[src/rtl/seven_segments_reader.sv]
// Samples a multiplexed 4-digit seven-segment bus and rebuilds the shown number as BCD.
// Optional saturating error counter enabled by SEVEN_SEGMENTS_READER_ERR_COUNT_EN.
module seven_segments_reader #(
  parameter int unsigned STABLE_CYCLES = 4
) (
  input  logic        clk,
  input  logic        rst_n,
  input  logic [6:0]  display,
  input  logic [3:0]  digit_sel,
  output logic [15:0] value,
  output logic        valid,
`ifdef SEVEN_SEGMENTS_READER_ERR_COUNT_EN
  output logic        err,
  output logic [7:0]  err_count
`else
  output logic        err
`endif
);

  localparam int unsigned CW = 8;
  localparam logic [CW-1:0] STABLE = CW'(STABLE_CYCLES);

  typedef enum logic [1:0] {IDLE, TRACK, HELD} state_t;

  state_t        state;
  logic [CW-1:0] count;
  logic [10:0]   prev;
  logic [3:0]    seen;
  logic [15:0]   shadow;

  logic          onehot_c;
  logic          same_c;
  logic          code_ok_c;
  logic [3:0]    bcd_c;
  logic [1:0]    idx_c;
  logic [CW-1:0] next_count_c;
  logic          accept_c;
  logic [3:0]    seen_set_c;
  logic [15:0]   shadow_next_c;

  // Sample classification, stability count and accept decision
  always_comb begin
    code_ok_c = 1'b1;
    bcd_c     = 4'd0;
    case (display)
      7'h3F:   bcd_c = 4'd0;
      7'h06:   bcd_c = 4'd1;
      7'h5B:   bcd_c = 4'd2;
      7'h4F:   bcd_c = 4'd3;
      7'h66:   bcd_c = 4'd4;
      7'h6D:   bcd_c = 4'd5;
      7'h7D:   bcd_c = 4'd6;
      7'h07:   bcd_c = 4'd7;
      7'h7F:   bcd_c = 4'd8;
      7'h6F:   bcd_c = 4'd9;
      default: code_ok_c = 1'b0;
    endcase

    idx_c = 2'd0;
    case (digit_sel)
      4'b0010: idx_c = 2'd1;
      4'b0100: idx_c = 2'd2;
      4'b1000: idx_c = 2'd3;
      default: idx_c = 2'd0;
    endcase

    onehot_c = (digit_sel != 4'd0) && ((digit_sel & (digit_sel - 4'd1)) == 4'd0);
    same_c   = ({digit_sel, display} == prev);

    next_count_c = CW'(1);
    if (state == TRACK && same_c)
      next_count_c = count + CW'(1);

    accept_c = onehot_c && !(state == HELD && same_c) && (next_count_c == STABLE);

    seen_set_c    = seen | 4'(4'b0001 << idx_c);
    shadow_next_c = (shadow & ~(16'h000F << {idx_c, 2'b00})) | (16'(bcd_c) << {idx_c, 2'b00});
  end

  // Sampler FSM, frame assembly and registered outputs
  always_ff @(posedge clk or negedge rst_n) begin
    if (!rst_n) begin
      state  <= IDLE;
      count  <= '0;
      prev   <= '0;
      seen   <= '0;
      shadow <= '0;
      value  <= '0;
      valid  <= 1'b0;
      err    <= 1'b0;
`ifdef SEVEN_SEGMENTS_READER_ERR_COUNT_EN
      err_count <= '0;
`endif
    end else begin
      valid <= 1'b0;
      err   <= 1'b0;
      prev  <= {digit_sel, display};

      if (!onehot_c) begin
        state <= IDLE;
        count <= '0;
      end else if (!(state == HELD && same_c)) begin
        count <= next_count_c;
        state <= accept_c ? HELD : TRACK;
      end

      if (accept_c) begin
        if (code_ok_c) begin
          shadow <= shadow_next_c;
          if (seen_set_c == 4'hF) begin
            value <= shadow_next_c;
            valid <= 1'b1;
            seen  <= 4'h0;
          end else begin
            seen <= seen_set_c;
          end
        end else begin
          err <= 1'b1;
`ifdef SEVEN_SEGMENTS_READER_ERR_COUNT_EN
          if (err_count != 8'hFF)
            err_count <= err_count + 8'd1;
`endif
        end
      end
    end
  end

endmodule

[config.mk]
export PLATFORM = sky130hd
export DESIGN_NAME = seven_segments_reader
export DESIGN_NICKNAME = d
export VERILOG_FILES = /design/src/rtl/seven_segments_reader.sv
export SDC_FILE = /design/constraint.sdc
export NUM_CORES = 1
export LEC_CHECK = 0
export CAP_MARGIN = 20
export CORE_UTILIZATION = 45
export DETAILED_ROUTE_END_ITERATION = 10
export PLACE_DENSITY = 0.65
export REMOVE_ABC_BUFFERS = 1
export SLEW_MARGIN = 15
export SYNTH_ARGS = -nofsm -noshare
export SYNTH_HDL_FRONTEND = slang
export SYNTH_SLANG_ARGS = --single-unit
[constraint.sdc]
create_clock -name clk -period 4.94 [get_ports clk]
set_clock_uncertainty 0.05 [all_clocks]
set_input_delay 0.494 -clock clk [delete_from_list [all_inputs] [get_ports clk]]
set_output_delay 0.494 -clock clk [all_outputs]
set_load 0.01 [all_outputs]
==> flow_summary_export.csv, run 1 <==
group,metric,value,unit
outcome,status,"completed",
critical_path,worstPathRequired,5.10,ns
layout,fin_nets,314,
floorplanning,std_cell_rows,29,
global_routing,number_of_global_route_vias_before_repair,2122,
logic_synthesis,post_synth_mux_area_share,0.164,
global_routing,grt_use_total,0.189,
clocking,clockBufferDepth,2,
clocking,tritoncts.num_buffers,9,
critical_path,crit_type,"input pin to flop",
logic_synthesis,synth_top_family_by_area,"simple AND/OR/NAND/NOR gates",
clocking,worst_skew_pair.late_latency,0.33,ns
floorplanning,fp.coreArea,0.00649,mm2
logic_synthesis,post_synth_num_cell_types,55,
layout,layout.cells.most_common_list,"dfrtp_1, mux2_2, clkdlybuf4s50_1, nor2_1, a21oi_1",
floorplanning,die-area,0.00719,mm2
route,detail_route.vias_per_cell,5.66,
placed_design,gp_congestion,0.792,
logic_synthesis,synth_async_sr_flop_share,1.00,
sta,timing.final.crit_period,3.25,ns
floorplanning,initial_utilization,0.475,
sta,final_setup_fails,0,
layout,mostFrequentLayoutCell,"dfrtp_1",
logic_synthesis,synth-edff-count,0,
route,drcViolationCount,0,
critical_path,timing.critical_path.arrival,3.41,ns
logic_synthesis,synth_xor_area_frac,0.0426,
route,wl_per_cell,16.2,um
power_and_ir_drop,vdd_drop_max,164,uV
logic_synthesis,synth-compound-area-share,0.0843,
sta,worst_slew_pin_slew,0.949,ns
layout,synthToLayoutAreaGrowth,17.3,%
route,dr.max_layer_used,"met4",
logic_synthesis,post_synth_fa_ha_maj_area_fraction,0.00405,
power_and_ir_drop,total_power,1.03,mW
clocking,clock_sinks,59,
logic_synthesis,netlist.area_leader.share,0.478,
power_and_ir_drop,power.static_leakage,1.70,nW
sta,timing.final.hold_violations,0,
route,routed-wl-met2,2940,um
layout,antenna_cells_inserted,0,
clocking,cts_repair_resize_count,0,
global_routing,grt_antenna_before_repair,0,
sta,rsz0062_at_grt,"no",
logic_synthesis,post_synth_inst_count,269,
clocking,cts_tree,"done",
floorplanning,die_width,84.8,um
route,drt-initial-drc-count,96,
sta,fin_max_slew_vios,0,
floorplanning,die_y,84.8,um
logic_synthesis,netlist_area,0.00309,mm2
global_routing,grt_pass1_wl,10500,um
logic_synthesis,yosys-top-cells-area,"dfrtp_1, mux2_2, xor2_1",
logic_synthesis,ys_seq_elements,59,
route,vias,2162,
route,wl_met1,2950,um
clocking,post-cts-setup-buffers,0,
logic_synthesis,mean_area_per_synthesized_cell,11.5,um2
logic_synthesis,ys_warn_count,0,
sta,fmax,308,MHz
logic_synthesis,postSynth.topFlopCell,"dfrtp_1",
route,antenna_left,0,
sta,timing.final.crit_share,0.658,
sta,fin_setup_tns,0,ns
flow_run,maxCapViolCount,0,
route,drtPass1Iterations,4,
critical_path,timing.critical_path.from_type,"input pin",
clocking,clk_pin_slew,0.07,ns
logic_synthesis,portion_of_the_post_synthesis_area_used_by_sequential_elements,0.478,
placed_design,detailed_place_hpwl,4230,um
clocking,htree_num_levels,3,
logic_synthesis,synth_top_area_cell,"dfrtp_1",
logic_synthesis,synth_simple_gate_area_frac,0.190,
clocking,cts_hold_buffers,0,
critical_path,maximum_fanout_encountered_on_the_critical_timing_path,19,
placed_design,number_of_input_and_output_port_buffers_inserted,30,
global_routing,grt-ovfl-total,0,
layout,drive_above_1_share,0.233,
worst_hold_path,timing.hold.worst.class,"input pin to asynchronous set/reset pin",
clocking,clock_tree.root_cell,"clkbuf_8",
route,dr_wl_met3,220,um
floorplanning,io_pins,31,
power_and_ir_drop,power_density,284,mW/mm2
critical_path,crit_path_end_kind,"flop",
sta,relSlewSlack,0.363,
route,total_wirelength_of_the_detailed_routed_design,6170,um
global_routing,maximum_number_of_pins_on_one_net_before_global_route_repair,60,
-- cells by family after synthesis --
kind of cell	Yosys count
buffers and inverters	19
flip-flops	59
AND/OR/NAND/NOR	89
XOR/XNOR	15
adder cells (fa/ha/maj)	1
multiplexers	43
AO/OA/AOI/OAI	43
-- critical path, cell delays in order --
cell,delay (ns)
clkdlybuf4s50_1,0.63
xor2_1,0.28
nor3_1,0.45
nand4_2,0.18
nor3_4,0.26
nand4b_2,0.60
mux2_4,0.51
-- worst paths after layout --
check / from / endpoint / slack (ns) / cells past startpoint
setup reg to reg: count[0] / value[9] / 1.92 / 7
hold reg to reg: value[15] / value[15] / 0.45 / 1
max in group asynchronous: rst_n / value[15] / 4.08 / 2
setup / recovery: digit_sel[2] / value[9] / 1.69 / 7
hold / removal: rst_n / prev[4] / 0.25 / 2
min in group clk: value[15] / value[15] / 0.45 / 1
-- per-layer routing --
metal,global-route usage,vias up
met1,0.252,1080
li1,-,1037
met4,0.0616,0
met3,0.0525,6
met2,0.299,39
met5,0,-
-- cells in the mapped netlist, types with 3 or more instances --
cell / instances
a21boi_0: 3
a21oi_1: 15
and3_1: 5
buf_2: 6
buf_6: 3
dfrtp_1: 59
inv_1: 7
mux2_2: 33
mux2_4: 7
mux2i_1: 3
nand2_1: 9
nand2b_1: 4
nand3_1: 3
nand3b_1: 4
nand4_1: 5
nor2_1: 21
nor2b_1: 3
nor3_1: 9
o21ai_0: 11
o31ai_1: 3
xor2_1: 14
-- flip-flops by register name, summed over array words and instances (netlist names) --
| signal | cells |
|---|---|
| count | 8 |
| shadow | 16 |
| prev | 11 |
| valid | 1 |
| seen | 4 |
| value | 16 |
| state | 2 |
| err | 1 |
-- area by class of cell --
type / instances / area (um2)
Fill cell: 557 / 2880
Multi-Input combinational cell: 191 / 1500
Sequential cell: 59 / 1480
Timing Repair Buffer: 32 / 310
Clock buffer: 12 / 165
Tap cell: 77 / 96.3
Clock inverter: 4 / 47.5
Inverter: 7 / 26.3
-- per-stage QoR --
| step | area, um2 | util | std cells | setup slack (ns) | hold slack, ns |
|---|---|---|---|---|---|
| after floorplan | 3000 | - | 257 | 2.33 | 0.148 |
| after global placement | 3410 | 0.525 | 366 | 1.35 | 0.431 |
| after detailed placement | 3410 | 0.525 | 366 | 1.27 | 0.442 |
| after CTS | 3620 | 0.557 | 382 | 1.62 | 0.292 |
| after global routing | 3620 | 0.557 | 382 | 1.52 | 0.309 |
| final | 3620 | 0.557 | 382 | 1.69 | 0.251 |
-- power breakdown --
part,switching (mW),internal (mW)
sequential,0.00328,0.489
clock,0.189,0.272
combinational,0.0473,0.0265
(Power assumes the default switching activity.)
==> inputs of run 2 (changes only) <==
Clock period 4.94 ns to 3.4 ns, I/O delays scaled along.
==> run 2 against run 1 <==
The run now ends with hold timing left. Wire length down 0.89%. Total power increased by 46%. Highest routed layer unchanged. Clock power increased by 46%. Critical path depth unchanged. Largest cell class unchanged. Final area grew 1.7%. Sequential power is 45% higher. Die area unchanged. Sequential cell count unchanged. Cell count grew 2.1%. Utilization up 0.96 points. Non-clock buffer count grew 8. Setup slack worse by 0.95 ns. Critical endpoint is now shadow[1].
==> flow_summary_export.csv, run 2 (same netlist as run 1, synthesis figures left out) <==
group,metric,value,unit
outcome,status,"finished with violations",
outcome,failed_checks,"hold timing",
power_and_ir_drop,combinational_power_share,0.073,
placed_design,detailed_place_hpwl,4210,um
layout,mostFrequentLayoutCell,"dfrtp_1",
route,drcViolationCount,0,
clocking,cts_tree,"done",
clocking,post-cts-setup-buffers,0,
critical_path,crit_path_top_delay_cell,"clkdlybuf4s50_1",
sta,timing.final.crit_period,2.66,ns
sta,worst_slew_pin_slew,0.617,ns
layout,drive_above_1_share,0.252,
floorplanning,initial_utilization,0.475,
critical_path,crit_family,"simple AND/OR/NAND/NOR gates",
clocking,cts_repair_resize_count,0,
sta,rsz0062_at_grt,"no",
power_and_ir_drop,power.share.switching,0.233,
placed_design,number_of_input_and_output_port_buffers_inserted,30,
global_routing,number_of_global_route_vias_before_repair,2061,
sta,timing.final.crit_share,0.783,
critical_path,worstPathCellList,"clkdlybuf4s50_1 > xor2_1 > nor4_4 > nand4_1 > nor4_2 > nand3_2 > mux2_2",
route,drt-initial-drc-count,109,
floorplanning,die_width,84.8,um
flow_run,maxCapViolCount,0,
worst_hold_path,timing.hold.worst.class,"input pin to asynchronous set/reset pin",
power_and_ir_drop,total_power,1.50,mW
layout,synthToLayoutAreaGrowth,19.3,%
route,drtPass1Iterations,4,
route,antenna_left,0,
critical_path,timing.critical_path.from_type,"input pin",
floorplanning,die_y,84.8,um
clocking,clk_pin_slew,0.06,ns
global_routing,grt_use_total,0.186,
sta,hold-worst-slack,-0.0438,ns
route,total_wirelength_of_the_detailed_routed_design,6120,um
clocking,clock_sinks,59,
sta,fmax,376,MHz
route,vias,2153,
global_routing,maximum_number_of_pins_on_one_net_before_global_route_repair,49,
clocking,htree_num_levels,3,
placed_design,gp_congestion,0.804,
sta,fin_setup_tns,0,ns
clocking,worst_skew_pair.late_latency,0.34,ns
floorplanning,die-area,0.00719,mm2
clocking,tritoncts.num_buffers,9,
layout,largestRegisters,"shadow (16), value (16), prev (11)",
power_and_ir_drop,power.net_switching,349,uW
power_and_ir_drop,p_clk_frac,0.449,
clocking,cts_hold_buffers,0,
sta,final_setup_fails,0,
sta,relSlewSlack,0.589,
floorplanning,std_cell_rows,29,
power_and_ir_drop,share_of_power_burned_in_registers,0.478,
layout,final_cells,390,
critical_path,critPathBufInv,1,
critical_path,r2r_setup_slack,0.75,ns
global_routing,grt_antenna_before_repair,0,
clocking,clockBufferDepth,2,
critical_path,crit_path_end_kind,"flop",
critical_path,critPathMaxStageDelay,0.61,ns
route,wl_per_cell,15.7,um
placed_design,place.detailed.instances,374,
global_routing,grt-ovfl-total,0,
power_and_ir_drop,p_int,1.15,mW
route,detail_route.vias_per_cell,5.52,
floorplanning,fp.coreArea,0.00649,mm2
power_and_ir_drop,power_density,407,mW/mm2
floorplanning,io_pins,31,
layout,fin_nets,322,
global_routing,grt_pass1_wl,10200,um
critical_path,maximum_fanout_encountered_on_the_critical_timing_path,10,
power_and_ir_drop,vdd_drop_max,282,uV
power_and_ir_drop,power.static_leakage,1.74,nW
layout,antenna_cells_inserted,0,
critical_path,worstPathRequired,3.57,ns
sta,timing.final.hold_violations,47,
critical_path,timing.critical_path.arrival,2.83,ns
critical_path,crit_type,"input pin to flop",
layout,layout.cells.most_common_list,"dfrtp_1, mux2_2, clkdlybuf4s50_1, nor2_1, a21oi_1",
clocking,clock_tree.root_cell,"clkbuf_8",
sta,fin_max_slew_vios,0,
## run 2: cell count changes in the layout (fill, tap and decap cells not counted), sizes merged
cell and change:
buf +8
## run 2: layout make-up
type	count	area, um2
timing repair buffer	40	373
tap	77	96.3
sequential	59	1480
multi-input combinational	191	1500
clock inverter	4	47.5
clock buffer	12	165
inverter	7	26.3
fill	550	2810
## run 2: per-layer routing
| metal | global-route usage | wire (um) | up-vias |
|---|---|---|---|
| met5 | 0 | 0 | - |
| met1 | 0.245 | 2940 | 1052 |
| met2 | 0.293 | 2880 | 42 |
| met3 | 0.0506 | 196 | 8 |
| li1 | - | - | 1051 |
| met4 | 0.0740 | 94 | 0 |
## run 2: path summary, 6_finish.rpt
kind,start,depth (start not counted),endpoint
worst max-delay path,digit_sel[3],7,shadow[1]
worst min register to register,shadow[4],1,shadow[4]
worst min-delay path,rst_n,1,prev[4]
max in group asynchronous,rst_n,2,value[11]
min in group clk,shadow[4],1,shadow[4]
worst max register to register,count[0],7,shadow[1]
## run 2: through the flow
stage / utilization / area (um2) / setup slack [ns]
CTS: 0.567 / 3680 / 0.783
detailed placement: 0.534 / 3470 / 0.426
finish: 0.567 / 3680 / 0.739
floorplan: - / 3000 / 0.792
global placement: 0.534 / 3470 / 0.470
global route: 0.567 / 3680 / 0.605
## run 2: power by group through the flow
stage / Sequential (mW) / Combinational [mW] / Clock [mW]
2_1_floorplan: 0.728 / 0.0520 / 0
3_3_place_gp: 0.729 / 0.109 / 0
3_5_place_dp: 0.729 / 0.111 / 0
4_1_cts: 0.715 / 0.111 / 0.692
5_1_grt: 0.716 / 0.122 / 0.719
6_report: 0.715 / 0.110 / 0.672
==> inputs of run 3 (changes only) <==
Settings changed: PLACE_DENSITY 0.65 to 0.68.
Clock period 3.4 ns to 2.4 ns, I/O delays scaled along.
==> run 3 against run 2 <==
The run ends with DRC left. Register-to-register slack lost 0.65 ns. Global-route usage rose by 1.4 points. First-iteration DRC count down 5.5%. Cell count increased by 10%.
==> flow_summary_export.csv, run 3 (same netlist as run 1, synthesis figures left out) <==
group,metric,value,unit
outcome,status,"finished with violations",
outcome,failed_checks,"DRC",
critical_path,critPathBufInv,2,
global_routing,number_of_global_route_vias_before_repair,2345,
placed_design,gp_congestion,0.906,
clocking,tritoncts.num_buffers,9,
route,wl_per_cell,15.1,um
route,vias,2317,
clocking,htree_num_levels,3,
route,antenna_left,0,
route,total_wirelength_of_the_detailed_routed_design,6480,um
layout,fin_nets,362,
critical_path,crit_type,"flop to flop",
critical_path,maximum_fanout_encountered_on_the_critical_timing_path,5,
global_routing,maximum_number_of_pins_on_one_net_before_global_route_repair,31,
route,drtPass1Iterations,7,
sta,final_setup_fails,0,
critical_path,worstPathCellList,"ha_2 > or3b_1 > a21oi_2 > o21ai_2 > buf_4 > nor4_4 > buf_4 > nand3_4 > mux2_4",
clocking,clock_sinks,59,
floorplanning,fp.coreArea,0.00649,mm2
layout,synthToLayoutAreaGrowth,32.2,%
critical_path,timing.critical_path.arrival,2.47,ns
floorplanning,die-area,0.00719,mm2
sta,fmax,434,MHz
critical_path,crit_path_top_delay_cell,"dfrtp_1",
power_and_ir_drop,power_density,516,mW/mm2
flow_run,maxCapViolCount,0,
route,detail_route.vias_per_cell,5.40,
sta,fin_setup_tns,0,ns
layout,antenna_cells_inserted,0,
critical_path,path_depth,9,
layout,finalInstanceArea,0.00408,mm2
power_and_ir_drop,vdd_drop_max,280,uV
clocking,worst_skew_pair.late_latency,0.33,ns
critical_path,timing.critical_path.from_type,"flop",
layout,layout.cells.most_common_list,"dfrtp_1, buf_4, mux2_2, clkdlybuf4s50_1, nor2_1",
layout,finalCoreUtilization,0.628,
clocking,cts_tree,"done",
global_routing,grt-ovfl-total,0,
power_and_ir_drop,total_power,2.10,mW
global_routing,grt_pass1_wl,11200,um
critical_path,timing.reg2reg.worst_path_depth,9,
worst_hold_path,timing.hold.worst.class,"input pin to flop",
layout,mostFrequentLayoutCell,"dfrtp_1",
global_routing,grt_use_total,0.200,
power_and_ir_drop,power.static_leakage,1.98,nW
worst_hold_path,whs_path_depth,1,
floorplanning,die_y,84.8,um
placed_design,placedInstanceArea,0.00376,mm2
critical_path,worstPathRequired,2.57,ns
floorplanning,io_pins,31,
placed_design,detailed_place_hpwl,4560,um
layout,drive_above_1_share,0.355,
critical_path,critPathMaxStageDelay,0.38,ns
sta,timing.final.hold_violations,0,
sta,timing.final.crit_period,2.30,ns
critical_path,most_common_cell_on_crit_path,"buf_4",
clocking,clockBufferDepth,2,
critical_path,crit_family,"simple AND/OR/NAND/NOR gates",
critical_path,crit_path_end_kind,"flop",
placed_design,number_of_input_and_output_port_buffers_inserted,30,
global_routing,grt_antenna_before_repair,0,
clocking,clock_tree.root_cell,"clkbuf_8",
clocking,clk_pin_slew,0.06,ns
floorplanning,die_width,84.8,um
sta,rsz0062_at_grt,"no",
floorplanning,std_cell_rows,29,
sta,worst_slew_pin_slew,0.421,ns
route,drt-initial-drc-count,103,
sta,timing.final.crit_share,0.959,
layout,largestRegisters,"shadow (16), value (16), prev (11)",
floorplanning,initial_utilization,0.475,
route,drcViolationCount,3,
sta,relSlewSlack,0.719,
sta,fin_max_slew_vios,0,
-- run 3: cell types whose count changed in the layout (fill, tap and decap cells not counted), sizes merged --
| cell | delta |
|---|---|
| buf | +39 |
| dlymetal6s2s | +5 |
| clkbuf | +1 |
| dlygate4sd3 | +1 |
| clkdlybuf4s50 | -5 |
| clkinv | -1 |
| clkinvlp | -1 |
-- run 3: report_power, final --
group,leakage (nW),switching (mW),internal (mW)
registers,0.776,0.00576,1.01
logic,1.11,0.107,0.0863
clock network,0.0995,0.368,0.530
-- run 3: what timing repair did --
action / 4_1_cts / 5_1_grt
gates resized for setup: 6 / 17
pin swaps: 1 / 9
setup endpoints to repair: 9 / 35
hold buffers: 1 / 0
hold endpoints to repair: 59 / 0
setup buffers: 0 / 2
-- run 3: path summary, 6_finish.rpt --
path / end / slack [ns] / start
worst max-delay path: shadow[2] / 0.1 / count[0]
worst min-delay path: prev[1] / 0.16 / display[1]
worst max register to register: shadow[2] / 0.1 / count[0]
worst min register to register: value[14] / 0.46 / value[14]
max in group asynchronous: shadow[5] / 1.60 / rst_n
min in group asynchronous: prev[5] / 0.42 / rst_n
-- run 3: metrics by stage --
step                      worst slack (ns)  hold slack, ns  std cells
after floorplan                     -0.208          -0.106        257
after global placement              -0.224           0.238        411
after detailed placement            -0.288           0.239        411
after CTS                          0.00966           0.411        427
after global routing               0.00429           0.164        429
final                               0.0975           0.162        429
-- run 3: area by class of cell --
class                           count  area, um2
Fill cell                         502       2410
Multi-Input combinational cell    191       1590
Sequential cell                    59       1480
Timing Repair Buffer               80        698
Clock buffer                       13        159
Tap cell                           77       96.3
Clock inverter                      2       35.0
Inverter                            7       26.3
-- run 3: routing by layer --
layer	wire length [um]	GRT usage	vias up
li1	-	-	1139
met1	3130	0.267	1126
met2	3050	0.319	41
met3	192	0.0379	11
met4	106	0.0924	0
met5	0	0	-
-- run 3: worst reg2reg max path: cells and delay by family, from the launching register on --
family          cells  cell delay (ns)
simple gates        3             0.64
flops               1             0.38
buf+inv             2             0.36
mux                 1             0.32
compound gates      2             0.25
fa+ha+maj           1             0.19
